**src/rtl/bcam_ctrl_pkg.sv**
```systemverilog
// Shared types and helpers for the board-side BCAM command controller.
package bcam_ctrl_pkg;

    typedef enum logic [2:0] {
        IDLE,
        WRITE,
        WWAIT,
        MATCH,
        MWAIT,
        CAPT,
        CLEAR,
        CWAIT
    } state_t;

    // Address width of a CAM with the given depth; never narrower than one bit.
    function automatic int unsigned addr_w(input int unsigned depth);
        return (depth > 1) ? $clog2(depth) : 1;
    endfunction

    function automatic int unsigned max3(input int unsigned a, input int unsigned b,
                                         input int unsigned c);
        int unsigned m;
        m = (a > b) ? a : b;
        return (m > c) ? m : c;
    endfunction

    // LED field offsets: the match address occupies [aw-1:0].
    function automatic int unsigned led_match_bit(input int unsigned aw);
        return aw;
    endfunction

    function automatic int unsigned led_full_bit(input int unsigned aw);
        return aw + 1;
    endfunction

    function automatic int unsigned led_wptr_lsb(input int unsigned aw);
        return aw + 2;
    endfunction

endpackage

```
**src/rtl/bcam_btn_sync.sv**
```systemverilog
// Button conditioner: 2-FF synchroniser, stable-count debounce, one-cycle rising-edge pulse.
module bcam_btn_sync #(
    parameter int unsigned DBNC_CYC = 1000000
) (
    input  logic clk,
    input  logic rst,
    input  logic btn,
    output logic pulse
);

    localparam int unsigned CNTW = $clog2(DBNC_CYC);
    localparam logic [CNTW-1:0] CNT_LAST = CNTW'(DBNC_CYC - 1);

    logic            s1;
    logic            s2;
    logic            db;
    logic [CNTW-1:0] cnt;

    // The debounced level follows the synchronised input only after DBNC_CYC equal samples.
    always_ff @(posedge clk) begin
        if (rst) begin
            s1    <= 1'b0;
            s2    <= 1'b0;
            db    <= 1'b0;
            cnt   <= '0;
            pulse <= 1'b0;
        end else begin
            s1    <= btn;
            s2    <= s1;
            pulse <= 1'b0;
            if (s2 == db) begin
                cnt <= '0;
            end else if (cnt == CNT_LAST) begin
                cnt   <= '0;
                db    <= s2;
                pulse <= s2;
            end else begin
                cnt <= cnt + 1'b1;
            end
        end
    end

endmodule

```
**src/rtl/bcam_board_ctrl.sv**
```systemverilog
// Board command controller for an external binary CAM: write / match / clear-all sequencing.
// Optional BCAM_HITCNT_EN adds a 16-bit saturating match-hit counter on port hit_cnt.
module bcam_board_ctrl
    import bcam_ctrl_pkg::*;
#(
    parameter int unsigned     CAMD     = 256,
    parameter int unsigned     CAMW     = 16,
    parameter int unsigned     LEDW     = 16,
    parameter int unsigned     DBNC_CYC = 1000000,
    parameter int unsigned     WLAT     = 2,
    parameter int unsigned     MLAT     = 3,
    parameter logic [CAMW-1:0] CLR_PATT = '0,
    localparam int unsigned    ADDRW    = addr_w(CAMD)
) (
    input  logic             clk,
    input  logic             rst,
    input  logic [CAMW-1:0]  sw,
    input  logic             btn_wr,
    input  logic             btn_match,
    input  logic             btn_clr,
    output logic             cam_wEnb,
    output logic [ADDRW-1:0] cam_wAddr,
    output logic [CAMW-1:0]  cam_wPatt,
    output logic [CAMW-1:0]  cam_mPatt,
    input  logic             cam_match,
    input  logic [ADDRW-1:0] cam_mAddr,
    output logic             busy,
    output logic             full,
    output logic [LEDW-1:0]  led
`ifdef BCAM_HITCNT_EN
    ,
    output logic [15:0]      hit_cnt
`endif
);

    localparam int unsigned LATW = $clog2(max3(WLAT, MLAT, CAMD) + 1);
    localparam int unsigned MB   = led_match_bit(ADDRW);
    localparam int unsigned FB   = led_full_bit(ADDRW);
    localparam int unsigned WB   = led_wptr_lsb(ADDRW);
    localparam int unsigned WPL  = (LEDW - ADDRW - 2 < ADDRW) ? (LEDW - ADDRW - 2) : ADDRW;
    localparam logic [ADDRW-1:0] LAST_ADDR = ADDRW'(CAMD - 1);

    state_t           state;
    logic [LATW-1:0]  lat_cnt;
    logic [ADDRW-1:0] wptr;
    logic             match_r;
    logic [ADDRW-1:0] maddr_r;
    logic             wr_p;
    logic             match_p;
    logic             clr_p;

    bcam_btn_sync #(.DBNC_CYC(DBNC_CYC)) u_sync_wr (
        .clk(clk), .rst(rst), .btn(btn_wr), .pulse(wr_p)
    );

    bcam_btn_sync #(.DBNC_CYC(DBNC_CYC)) u_sync_match (
        .clk(clk), .rst(rst), .btn(btn_match), .pulse(match_p)
    );

    bcam_btn_sync #(.DBNC_CYC(DBNC_CYC)) u_sync_clr (
        .clk(clk), .rst(rst), .btn(btn_clr), .pulse(clr_p)
    );

    // Command sequencer; button pulses outside IDLE are simply ignored.
    always_ff @(posedge clk) begin
        if (rst) begin
            state     <= IDLE;
            busy      <= 1'b0;
            full      <= 1'b0;
            wptr      <= '0;
            lat_cnt   <= '0;
            cam_wEnb  <= 1'b0;
            cam_wAddr <= '0;
            cam_wPatt <= '0;
            cam_mPatt <= '0;
            match_r   <= 1'b0;
            maddr_r   <= '0;
`ifdef BCAM_HITCNT_EN
            hit_cnt   <= '0;
`endif
        end else begin
            case (state)
                IDLE: begin
                    if (clr_p) begin
                        state     <= CLEAR;
                        busy      <= 1'b1;
                        cam_wEnb  <= 1'b1;
                        cam_wAddr <= '0;
                        cam_wPatt <= CLR_PATT;
                    end else if (wr_p) begin
                        state     <= WRITE;
                        busy      <= 1'b1;
                        cam_wEnb  <= 1'b1;
                        cam_wAddr <= wptr;
                        cam_wPatt <= sw;
                    end else if (match_p) begin
                        state     <= MATCH;
                        busy      <= 1'b1;
                        cam_mPatt <= sw;
                    end
                end
                WRITE: begin
                    cam_wEnb <= 1'b0;
                    lat_cnt  <= LATW'(WLAT - 1);
                    state    <= WWAIT;
                    if (wptr == LAST_ADDR) begin
                        wptr <= '0;
                        full <= 1'b1;
                    end else begin
                        wptr <= wptr + 1'b1;
                    end
                end
                WWAIT: begin
                    if (lat_cnt == '0) begin
                        state <= IDLE;
                        busy  <= 1'b0;
                    end else begin
                        lat_cnt <= lat_cnt - 1'b1;
                    end
                end
                MATCH: begin
                    lat_cnt <= LATW'(MLAT - 1);
                    state   <= MWAIT;
                end
                MWAIT: begin
                    if (lat_cnt == '0) begin
                        state <= CAPT;
                    end else begin
                        lat_cnt <= lat_cnt - 1'b1;
                    end
                end
                CAPT: begin
                    match_r <= cam_match;
                    maddr_r <= cam_match ? cam_mAddr : '0;
`ifdef BCAM_HITCNT_EN
                    if (cam_match && (hit_cnt != 16'hFFFF)) begin
                        hit_cnt <= hit_cnt + 16'd1;
                    end
`endif
                    state   <= IDLE;
                    busy    <= 1'b0;
                end
                CLEAR: begin
                    if (cam_wAddr == LAST_ADDR) begin
                        cam_wEnb <= 1'b0;
                        lat_cnt  <= LATW'(WLAT - 1);
                        state    <= CWAIT;
                    end else begin
                        cam_wAddr <= cam_wAddr + 1'b1;
                    end
                end
                CWAIT: begin
                    if (lat_cnt == '0) begin
                        wptr    <= '0;
                        full    <= 1'b0;
                        match_r <= 1'b0;
                        maddr_r <= '0;
`ifdef BCAM_HITCNT_EN
                        hit_cnt <= '0;
`endif
                        state   <= IDLE;
                        busy    <= 1'b0;
                    end else begin
                        lat_cnt <= lat_cnt - 1'b1;
                    end
                end
                default: begin
                    state    <= IDLE;
                    busy     <= 1'b0;
                    cam_wEnb <= 1'b0;
                end
            endcase
        end
    end

    // LED map: match address, match flag, full flag, then as many wptr LSBs as fit.
    always_comb begin
        led                = '0;
        led[ADDRW-1:0]     = maddr_r;
        led[MB]            = match_r;
        led[FB]            = full;
        led[WB +: WPL]     = wptr[WPL-1:0];
    end

endmodule
```
**config.mk**
```make
export PLATFORM = sky130hd
export DESIGN_NAME = bcam_board_ctrl
export DESIGN_NICKNAME = d
export VERILOG_FILES = /design/src/rtl/bcam_ctrl_pkg.sv /design/src/rtl/bcam_btn_sync.sv /design/src/rtl/bcam_board_ctrl.sv
export SDC_FILE = /design/constraint.sdc
export NUM_CORES = 1
export LEC_CHECK = 0
export ABC_AREA = 1
export CORE_MARGIN = 4
export CORE_UTILIZATION = 40
export DETAILED_ROUTE_END_ITERATION = 7
export PLACE_DENSITY_LB_ADDON = 0.2
export SLEW_MARGIN = 25
export SYNTH_ARGS = -nofsm -noshare
export SYNTH_HDL_FRONTEND = slang
export SYNTH_SLANG_ARGS = --single-unit
```
**constraint.sdc**
```tcl
create_clock -name clk -period 1.6 [get_ports clk]
set_clock_uncertainty 0.1 [all_clocks]
set_input_delay 0.32 -clock clk [delete_from_list [all_inputs] [get_ports clk]]
set_output_delay 0.32 -clock clk [all_outputs]
set_load 0.01 [all_outputs]
```
==> results.cfg <==
[die]
std_cell_rows = 47
die_h_um = 139
core_um2 = 16600
initial_core_util = 0.411
io_pins = 89
die_x_um = 139
dieArea_um2 = 19200

[critical_path]
path_max_fanout = 7
worstSetupPathType = reg -> reg
cp_common_cell = nor2_4
cp_top_family = simple AND/OR/NAND/NOR gates
path_depth = 10
critPathCaptureType = register
slowest_delay_ns = 0.38
crit_path_cell_trace = inv_6, nand2_4, nand3_4, inv_4, nor2_4, nor2_4, nor2_4, nand2_1, nand2_1, nor2_1
ff2ff_path_depth = 10
critPathSlowestCell = dfxtp_4
crit_arrival_ns = 1.83
cp_num_buf_inv = 2
cp-start-kind = register
required_ns = 1.82

[synth]
syn-num-nets = 989
syn_avg_cell_area_um2 = 7.17
synthCells = 953
synth_top_area_cell = dfxtp_1
yosys-top-cells-count = nand2_1, nor2_1, dfxtp_1
ys.flop_type = dfxtp_1
seq_area_frac_synth = 0.422
synth_edf_count = 0
synth.distinct_cells = 43
yosys_warnings = 0
synthTopCellsByArea = dfxtp_1, nand2_1, nor2_1
async_flop_share = 0
yosysMostFrequentCell = nand2_1
synth_top_area_share = 0.422
synth-seq-cells = 144
synth.cell_area_um2 = 6830

[run_status]
status = complete, but fails checks
failed_checks = setup timing

[global_routing]
first_global_vias = 6150
grt.overflow.total = 0
grt_max_degree = 42
track_usage = 0.177
grt_pass1_wl_um = 28800
antenna_found_initial = 0

[place]
place_inst = 1312
port_buffers = 88
routabilityCongestion = 0.867
dp_hpwl_um = 12300
place_ws_ns = -0.128

[power_and_ir_drop]
leakage_nw = 3.81
power_switching_w = 0.00183
ir_worst_vdd_mv = 0.713
pwr-share-clk = 0.511
switching_share = 0.237
totalPowerFinal_w = 0.00774
power_density_nw_per_um2 = 818
power_frac_seq = 0.464
internal_power_w = 0.00591
pwr-share-comb = 0.025

[drt]
avgRoutedWirePerCell_um = 12.8
wirelength_um = 17400
via_per_inst = 4.81
firstDrtPassIters = 5
drt_iter0_drc = 351
drc_errors = 0
ant_nets = 0
vias = 6517

[worst_hold_path]
min_path_cells = 4
hold_class = in -> reg

[job]
maxCapViolations = 0

[sta]
tns_ns = -0.00314
fin_crit_ns = 1.60
finalHoldViolCount = 0
clock.fmax_mhz = 624
rsz0062_at_grt = yes
fin_crit_sh = 1.00
slew_headroom = 0.632
slew_violations = 0
worst_pin_slew_ns = 0.552
worst_slack_ns = -0.00314
final-setup-viol-count = 1

[finish]
final_cells = 1354
n_fill_cell = 1532
syn_to_final_growth_pct = 38.5
drive_gt1_frac = 0.233
num-nets-final = 1157
n_antenna_cell = 0

[clocking]
clk_pin_slew_worst_paths_ns = 0.06
clk_latency_ns = 0.43
cts-root-buf = clkbuf_16
clock_sinks = 144
cts_buffer_depth = 2
cts_tree = done
numCtsBuffers = 17
ctsHoldBuffers = 0
htreeDepth = 4
worst paths after layout:
kind	start	slack, ns	endpoint
max	state[2]	-0.003	lat_cnt[6]
min	rst	0.15	u_sync_clr.pulse
max reg2reg	state[2]	-0.003	lat_cnt[6]
min reg2reg	u_sync_wr.s1	0.30	u_sync_wr.s2
worst register-to-register path, cell delays in order, from the launching register on:
cell	delay (ns)
dfxtp_4	0.38
inv_6	0.08
nand2_4	0.06
nand3_4	0.12
inv_4	0.06
nor2_4	0.22
nor2_4	0.06
nor2_4	0.23
nand2_1	0.08
nand2_1	0.06
nor2_1	0.04
cells in the final DEF, fill, tap and decap left out, drive strengths merged, types with 21 or more instances in the layout:
| cell type | instances |
|---|---|
| buf | 94 |
| dfxtp | 144 |
| nand3 | 79 |
| clkbuf | 22 |
| inv | 106 |
| nor3 | 32 |
| xor2 | 25 |
| a21oi | 63 |
| dlygate4sd2 | 50 |
| clkdlybuf4s50 | 28 |
| o21ai | 46 |
| nor2 | 186 |
| nand2 | 185 |
| nand4 | 21 |
power groups by stage:
stage                     Combinational (W)  Clock [W]  Sequential, W
after floorplan                   0.0000676          0        0.00368
final                              0.000191    0.00396        0.00359
after global routing               0.000209    0.00421        0.00359
after global placement             0.000180          0        0.00368
after detailed placement           0.000179          0        0.00368
after CTS                          0.000180    0.00407        0.00360
through the flow:
stage | utilization | cell area, um^2 | hold WS, ns
4_1_cts | 0.542 | 9020 | 0.121
6_report | 0.569 | 9470 | 0.149
2_1_floorplan | - | 6840 | 0.288
3_5_place_dp | 0.508 | 8450 | 0.302
3_3_place_gp | 0.508 | 8450 | 0.307
5_1_grt | 0.569 | 9470 | 0.159
state kept, by name, indices dropped and copies added (netlist names), 3 cells and up:
signal and flops:
u_sync_clr.cnt 20, u_sync_match.cnt 20, u_sync_wr.cnt 20, cam_mPatt 16
cam_wPatt 16, lat_cnt 9, cam_wAddr 8, maddr_r 8
wptr 8, state 3
cell families after synthesis:
logic type | after synthesis | share of synthesized area
AO/OA/AOI/OAI | 125 | 0.103
XOR/XNOR | 32 | 0.0410
adder cells (fa/ha/maj) | 6 | 0.0110
buffers and inverters | 129 | 0.0839
flip-flops | 144 | 0.422
AND/OR/NAND/NOR | 517 | 0.339
per-layer routing:
metal	routed length [um]	up-vias	GRT usage
li1	-	3425	-
met1	7980	2964	0.226
met2	8430	104	0.299
met3	673	24	0.0417
met4	310	0	0.0546
met5	0	-	0
repair_timing:
| action | CTS | global route |
|---|---|---|
| resized for setup | 81 | 109 |
| setup endpoints to repair | 71 | 137 |
| setup buffers | 1 | 8 |
| pin swaps | 5 | 17 |
| cloned | 0 | 1 |
cell type report:
cell class	count	area (um^2)	share of cell area
inverters	96	379	0.0400
clock buffers	17	425	0.0449
flip-flops and latches	144	2910	0.308
multi-input cells	680	3720	0.393
well taps	220	275	0.0291
clock inverters	15	165	0.0174
repair buffers	182	1590	0.167
Note: power is estimated with default switching activity, not from simulation.
